$ cat src/rtl/jtframe_mist_ctrl_pkg.sv
// Shared bit positions and constants for the MiST board-control glue.
// Joystick indices follow the raw MiST word; status indices follow the OSD word.
package jtframe_mist_pkg;

   localparam int JOY_R     = 0;
   localparam int JOY_L     = 1;
   localparam int JOY_D     = 2;
   localparam int JOY_U     = 3;
   localparam int JOY_B1    = 4;
   localparam int JOY_START = 10;
   localparam int JOY_COIN  = 11;
   localparam int JOY_PAUSE = 12;

   localparam int ST_RST  = 0;
   localparam int ST_FLIP = 1;
   localparam int ST_ROT  = 2;
   localparam int ST_SCAN = 3;   // two bits wide
   localparam int ST_FX   = 6;   // two bits wide
   localparam int ST_PSG  = 8;
   localparam int ST_FM   = 9;
   localparam int ST_TEST = 10;
   localparam int ST_CRED = 12;

   localparam logic [1:0] FX_XOR = 2'b10;

   // The OSD menu lists fx levels in an order offset from the game's encoding.
   function automatic logic [1:0] fx_decode(input logic [1:0] raw);
      return raw ^ FX_XOR;
   endfunction

endpackage

$ cat src/rtl/jtframe_mist_ctrl_joymap.sv
// Per-player joystick packing: optional clockwise rotation of the directions
// for vertical games, masking of unused fire buttons, and active-low output.
module jtframe_joymap
   import jtframe_mist_pkg::*;
#(
   parameter int BUTTONS  = 2,
   parameter int VERTICAL = 0
)(
   input  logic [9:0] joy_bits,
   input  logic       rot,
   output logic [9:0] game_joy
);

   logic [5:0] btn_act;
   logic       up, down, left, right;
   logic       rot_en;

   genvar gi;
   generate
      for (gi = 0; gi < 6; gi++) begin : g_btn
         if (gi < BUTTONS) begin : g_used
            assign btn_act[gi] = joy_bits[JOY_B1 + gi];
         end else begin : g_unused
            assign btn_act[gi] = 1'b0;
         end
      end
   endgenerate

   assign rot_en = (VERTICAL != 0) && rot;

   always_comb begin
      up    = joy_bits[JOY_U];
      down  = joy_bits[JOY_D];
      left  = joy_bits[JOY_L];
      right = joy_bits[JOY_R];
      if (rot_en) begin
         up    = joy_bits[JOY_L];
         right = joy_bits[JOY_U];
         down  = joy_bits[JOY_R];
         left  = joy_bits[JOY_D];
      end
      game_joy = ~{btn_act, up, down, left, right};
   end

endmodule

$ cat src/rtl/jtframe_mist_ctrl.sv
// MiST board-control glue: game reset sequencing, OSD status decode,
// joystick/coin/start mapping, pause toggle and user LED. All outputs registered.
module jtframe_mist_ctrl
   import jtframe_mist_pkg::*;
#(
   parameter int BUTTONS  = 2,
   parameter int VERTICAL = 0,
   parameter int RSTCNT   = 16
)(
   input  logic        clk_sys,
   input  logic        rst,
   input  logic [31:0] status,
   input  logic        downloading,
   input  logic [31:0] joystick1,
   input  logic [31:0] joystick2,
   output logic        game_rst,
   output logic [9:0]  game_joystick1,
   output logic [9:0]  game_joystick2,
   output logic [3:0]  game_coin,
   output logic [3:0]  game_start,
   output logic        dip_flip,
   output logic        dip_test,
   output logic [1:0]  dip_fxlevel,
   output logic        enable_psg,
   output logic        enable_fm,
   output logic [1:0]  scanlines,
   output logic        osd_credits,
   output logic        dip_pause,
   output logic        LED
);

   localparam int CW = (RSTCNT > 1) ? $clog2(RSTCNT) : 1;
   localparam logic [CW-1:0] CNT_LOAD = CW'(RSTCNT - 1);

   logic [CW-1:0] cnt_q, cnt_d;
   logic          zero_q, zero_d;
   logic          game_rst_q, game_rst_d;
   logic [9:0]    joy1_q, joy1_d, joy2_q, joy2_d;
   logic [3:0]    coin_q, coin_d, start_q, start_d;
   logic          flip_q, flip_d, test_q, test_d;
   logic [1:0]    fx_q, fx_d, scan_q, scan_d;
   logic          psg_q, psg_d, fm_q, fm_d, cred_q, cred_d;
   logic          pause_q, pause_d, pause_or_q, pause_or_d;
   logic          led_q, led_d;
   logic          rst_src;
   logic          unused_bits;

   assign unused_bits = &{1'b0, status[31:13], status[11], status[5],
                          joystick1[31:13], joystick2[31:13]};

   jtframe_joymap #(.BUTTONS(BUTTONS), .VERTICAL(VERTICAL)) u_joy1 (
      .joy_bits (joystick1[9:0]),
      .rot      (status[ST_ROT]),
      .game_joy (joy1_d)
   );

   jtframe_joymap #(.BUTTONS(BUTTONS), .VERTICAL(VERTICAL)) u_joy2 (
      .joy_bits (joystick2[9:0]),
      .rot      (status[ST_ROT]),
      .game_joy (joy2_d)
   );

   assign rst_src = rst | status[ST_RST] | downloading;

   always_comb begin
      // zero_q delays the release one cycle past the counter reaching 0,
      // giving RSTCNT+1 cycles from the last source falling.
      cnt_d      = cnt_q;
      zero_d     = 1'b0;
      game_rst_d = 1'b1;
      if (rst_src) begin
         cnt_d = CNT_LOAD;
      end else begin
         if (cnt_q != '0) cnt_d = cnt_q - 1'b1;
         zero_d     = (cnt_q == '0);
         game_rst_d = ~zero_q;
      end

      coin_d  = {2'b11, ~joystick2[JOY_COIN],  ~joystick1[JOY_COIN]};
      start_d = {2'b11, ~joystick2[JOY_START], ~joystick1[JOY_START]};

      flip_d = status[ST_FLIP];
      test_d = status[ST_TEST];
      fx_d   = fx_decode(status[ST_FX +: 2]);
      psg_d  = ~status[ST_PSG];
      fm_d   = ~status[ST_FM];
      scan_d = status[ST_SCAN +: 2];
      cred_d = status[ST_CRED];

      pause_or_d = joystick1[JOY_PAUSE] | joystick2[JOY_PAUSE];
      pause_d    = pause_q;
      if (game_rst_q)
         pause_d = 1'b1;
      else if (pause_or_d && !pause_or_q)
         pause_d = ~pause_q;

      led_d = downloading | ~pause_d;
   end

   always_ff @(posedge clk_sys) begin
      if (rst) begin
         cnt_q      <= CNT_LOAD;
         zero_q     <= 1'b0;
         game_rst_q <= 1'b1;
         joy1_q     <= '1;
         joy2_q     <= '1;
         coin_q     <= '1;
         start_q    <= '1;
         flip_q     <= 1'b0;
         test_q     <= 1'b0;
         fx_q       <= FX_XOR;
         psg_q      <= 1'b1;
         fm_q       <= 1'b1;
         scan_q     <= 2'b00;
         cred_q     <= 1'b0;
         pause_q    <= 1'b1;
         pause_or_q <= 1'b0;
         led_q      <= 1'b0;
      end else begin
         cnt_q      <= cnt_d;
         zero_q     <= zero_d;
         game_rst_q <= game_rst_d;
         joy1_q     <= joy1_d;
         joy2_q     <= joy2_d;
         coin_q     <= coin_d;
         start_q    <= start_d;
         flip_q     <= flip_d;
         test_q     <= test_d;
         fx_q       <= fx_d;
         psg_q      <= psg_d;
         fm_q       <= fm_d;
         scan_q     <= scan_d;
         cred_q     <= cred_d;
         pause_q    <= pause_d;
         pause_or_q <= pause_or_d;
         led_q      <= led_d;
      end
   end

   assign game_rst       = game_rst_q;
   assign game_joystick1 = joy1_q;
   assign game_joystick2 = joy2_q;
   assign game_coin      = coin_q;
   assign game_start     = start_q;
   assign dip_flip       = flip_q;
   assign dip_test       = test_q;
   assign dip_fxlevel    = fx_q;
   assign enable_psg     = psg_q;
   assign enable_fm      = fm_q;
   assign scanlines      = scan_q;
   assign osd_credits    = cred_q;
   assign dip_pause      = pause_q;
   assign LED            = led_q;

endmodule

$ cat config.mk
export PLATFORM = sky130hd
export DESIGN_NAME = jtframe_mist_ctrl
export DESIGN_NICKNAME = d
export VERILOG_FILES = /design/src/rtl/jtframe_mist_ctrl_pkg.sv /design/src/rtl/jtframe_mist_ctrl_joymap.sv /design/src/rtl/jtframe_mist_ctrl.sv
export SDC_FILE = /design/constraint.sdc
export NUM_CORES = 1
export LEC_CHECK = 0
export BUFFER_PORTS_ARGS = -buffer_cell sky130_fd_sc_hd__buf_4
export CORE_UTILIZATION = 31
export DETAILED_ROUTE_END_ITERATION = 8
export MAX_ROUTING_LAYER = met4
export PLACE_DENSITY = 0.87
export SYNTH_ARGS = -nofsm -noshare
export SYNTH_HDL_FRONTEND = slang
export SYNTH_SLANG_ARGS = --single-unit
$ cat constraint.sdc
create_clock -name clk_sys -period 1.6 [get_ports clk_sys]
set_clock_uncertainty 0.05 [all_clocks]
set_input_delay 0.24 -clock clk_sys [delete_from_list [all_inputs] [get_ports clk_sys]]
set_output_delay 0.24 -clock clk_sys [all_outputs]
set_load 0.02 [all_outputs]
* Word level (Yosys, flattened, before mapping)
Index checks and enable logic that the tools add are counted.
Word-level totals: register bits 46, latch bits 0, bits in writable memories 0, ROM bits 0, input bits 99, output and inout bits 40, logic and storage cells 43, memories kept 0
Cells by class: add/sub/neg operators 1, $mul 0, divide/modulo/power cells 0, $lt $le $gt $ge 0, equal/unequal tests 0, shift operators 0, muxes and demuxes 2, bitwise logic cells 16, reductions and logical operators 5
Operators with widths (count):
- inverter 6 -> 10 bit | 2
- inverter 1 bit | 10
- logical NOT 4 bit | 1
- bitwise OR 1 bit | 4
- nonzero test 4 bit | 1
- subtractor 4 x 1 -> 4 bit, second input constant | 1
- two-way mux 1 bit | 2
- OR reduction 2 bit | 1
- logical AND 1 bit | 1
- logical NOT 1 bit | 1

* Depth between registers and ports, before layout
depth in word-level cells 6, mapped depth 5

* Hierarchy
A second synthesis with hierarchy kept.
Unflattened totals: cells, all modules 133, area, all modules 1375.1 um2
Modules (own cells, without submodules):
- jtframe_mist_ctrl | times used 1, cells an instance 111, area each 1262.5 um2, seq. area each 840.8 um2
- jtframe_joymap | times used 2, cells an instance 11, area each 56.3 um2, seq. area each 0.0 um2

* Worst setup path after synthesis
Ideal clock, no wire load.
path type register -> register, start point register cnt_q[0], end point register cnt_q[0], setup time 129 ps, arrival 1115 ps, required time 1421 ps, slack 305 ps, cell stages (with the launch flop) 6, period minus slack after synthesis 1295 ps, cell sequence dfxtp_1 inv_1 ha_1 or3b_4 xnor2_1 nand2_1
On the way: cells in the longest elaborated chain, start to end 1, elaborated cells on any way between the ends 2, classes of those cells add/sub: 1; reduce/logical: 1
Ends and longest elaborated chain:
- start: declaration | line jtframe_mist_ctrl.sv:35 | logic [CW-1:0] cnt_q, cnt_d;
- start signal: assignment | line jtframe_mist_ctrl.sv:120 | cnt_q <= cnt_d;
- subtractor 4 x 1 -> 4 bit or nonzero test 4 bit (tied branches) | line jtframe_mist_ctrl.sv:74 | if (cnt_q != '0) cnt_d = cnt_q - 1'b1;
Parallel ways exist; a longest one is shown, timed or not. A chain may end at the register's enable or synchronous reset.

* Worst setup path after layout
Ends and elaborated chain as after synthesis.

==> flow_summary.yaml <==
status:
  status: "complete, no violations"
drt:
  dr.first_iter.drc_count: 37
  vias: 891
  routed_wl_mm: 2.23
  ant_nets: 0
  vias_per_cell: 3.98
  drc: 0
  dr.pass1.iters: 2
  routedWlPerCell_um: 9.96
timing:
  hold_violations: 0
  max_freq_ghz: 0.712
  period_minus_slack_ns: 1.40
  slew_violations: 0
  setup_ws_ns: 0.195
  setup_tns_ns: 0
  setup_viol: 0
  fin_crit_sh: 0.878
  rsz0062_at_grt: "no"
critical_path:
  crit_slowest_cell: "or3b_4"
  worst_setup_path_end_kind: "register"
  worst-path-buf-inv: 1
  path_class: "reg2reg"
  cp.arrival_ns: 1.56
  crit_family: "simple AND/OR/NAND/NOR gates"
  path_cells: "inv_1 > ha_1 > or3b_4 > xnor2_1 > nand2_1"
  critPathMaxFanout: 4
  required_ns: 1.76
  startpoint_type: "register"
  cp_slowest_stage_delay_ns: 0.42
layout:
  stdcell_count: 224
  drive_above_1_share: 0.393
  syn_to_final_growth_pct: 57.0
  nets: 277
  insertedDiodeCount: 0
  final_cell_mix: "58 x buf_4, 34 x dfxtp_1, 20 x nand2b_1"
  final_common_cell: "buf_4"
synth:
  avgSynthCellArea_um2: 10.9
  synth_flop_cell: "dfxtp_1"
  synth_area_um2: 1110
  postSynthCellCount: 102
  synth.distinct_cells: 23
  synth_edf_count: 0
  seq_area_frac_synth: 0.611
  ys_warn_count: 0
  ys_ff_latch: 34
  synth-async-reset-ratio: 0
die:
  initial_core_util: 0.329
  die-width_um: 62.0
  die-area_um2: 3840
  coreArea_um2: 3390
  fp.dieH_um: 62.0
  rows: 21
  ioPinCount: 139
place:
  dpl_worst_slack_ns: 0.201
  dp_hpwl_mm: 1.48
  dp.cells: 202
  place.gp.congestion: 0.695
  port_buffers: 58
clock_network:
  clockBufferDepth: 2
  cts_tree: "built"
  holdBufCountCts: 4
  ctsResizeCount: 0
  clk_pin_slew_ns: 0.10
  cts_setup_buffers: 0
  cts_buffers: 5
  cts_root_buffer: "clkbuf_4"
  clk_latency_ns: 0.32
  cts.htree.levels: 2
  clock_sinks: 34
min_path:
  hold_path_class: "in2reg"
power_and_ir_drop:
  power_density_nw_per_um2: 932
  p_total_uw: 1630
  irDropWorstVdd_mv: 0.502
  cellLeakagePower_uw: 0.000821
global_routing:
  grt-ovfl-total: 0
  grt_start_max_net_pins: 32
  antenna_found_initial: 0
  grt.total_usage: 0.107
  grt_pass1_vias: 667
  grt_pass1_wl_mm: 2.71
run:
  drv_cap: 0
-- worst register-to-register path, cell delays in order (launching register included) --
cell	delay [ns]
dfxtp_1	0.35
inv_1	0.06
ha_1	0.19
or3b_4	0.42
xnor2_1	0.15
nand2_1	0.07
-- layer usage --
| metal | track usage | share of wire |
|---|---|---|
| met5 | - | 0 |
| met4 | 0.0571 | 0.014 |
| met3 | 0.0704 | 0.13 |
| met2 | 0.163 | 0.47 |
| met1 | 0.103 | 0.39 |
-- synthesized netlist by cell type (2+ instances only) --
cell / count / share of area
nand2_1: 4 / 0.013
mux2i_1: 2 / 0.018
nand2b_1: 20 / 0.11
nor3_1: 2 / 0.0090
dfxtp_1: 34 / 0.61
nor2_1: 4 / 0.013
clkbuf_1: 2 / 0.0067
buf_4: 12 / 0.081
nor2b_1: 6 / 0.034
inv_1: 3 / 0.010
-- cell type report --
class | count | area [um2]
Sequential cell | 34 | 681
Fill cell | 307 | 1640
Timing Repair Buffer | 72 | 576
Inverter | 3 | 11.3
Clock inverter | 2 | 12.5
Multi-Input combinational cell | 61 | 362
Tap cell | 46 | 57.6
Clock buffer | 6 | 51.3
-- stage by stage --
step                      hold WS [ns]  cell area, um2   util
after detailed placement         0.305            1550  0.456
after floorplan                  0.263            1160      -
final                           0.0244            1750  0.516
after CTS                     0.000548            1650  0.487
after global routing           0.00145            1750  0.516
after global placement           0.301            1550  0.456
-- cell families after synthesis --
| kind of cell | synth area share |
|---|---|
| compound gates | 0.0258 |
| xor+xnor | 0.00786 |
| fa+ha+maj | 0.0112 |
| buf+inv | 0.102 |
| flops | 0.611 |
| mux | 0.0180 |
| other cells | 0.00336 |
| simple gates | 0.221 |
-- worst paths after layout --
check | startpoint | to | slack [ns] | cells past startpoint
setup reg to reg | cnt_q[0] | cnt_q[0] | 0.20 | 5
hold reg to reg | zero_q | game_rst | 0.32 | 1
hold / removal | joystick1[1] | game_joystick1[1] | 0.02 | 2
setup / recovery | cnt_q[0] | cnt_q[0] | 0.20 | 5
-- sequential cells by signal, summed over array words and instances (netlist names) --
register	count
LED	1
cnt_q	4
dip_flip	1
dip_fxlevel	2
dip_pause	1
dip_test	1
enable_fm	1
enable_psg	1
game_coin	2
game_joystick1	6
game_joystick2	6
game_rst	1
game_start	2
osd_credits	1
pause_or_q	1
scanlines	2
zero_q	1
-- report_power, final --
group	switching (uW)	leakage (uW)	internal, uW
sequential	11.0	0.000282	884
combinational	119	0.000504	132
clock	275	0.0000343	211
total	405	0.000821	1230
(Power assumes the default switching activity.)
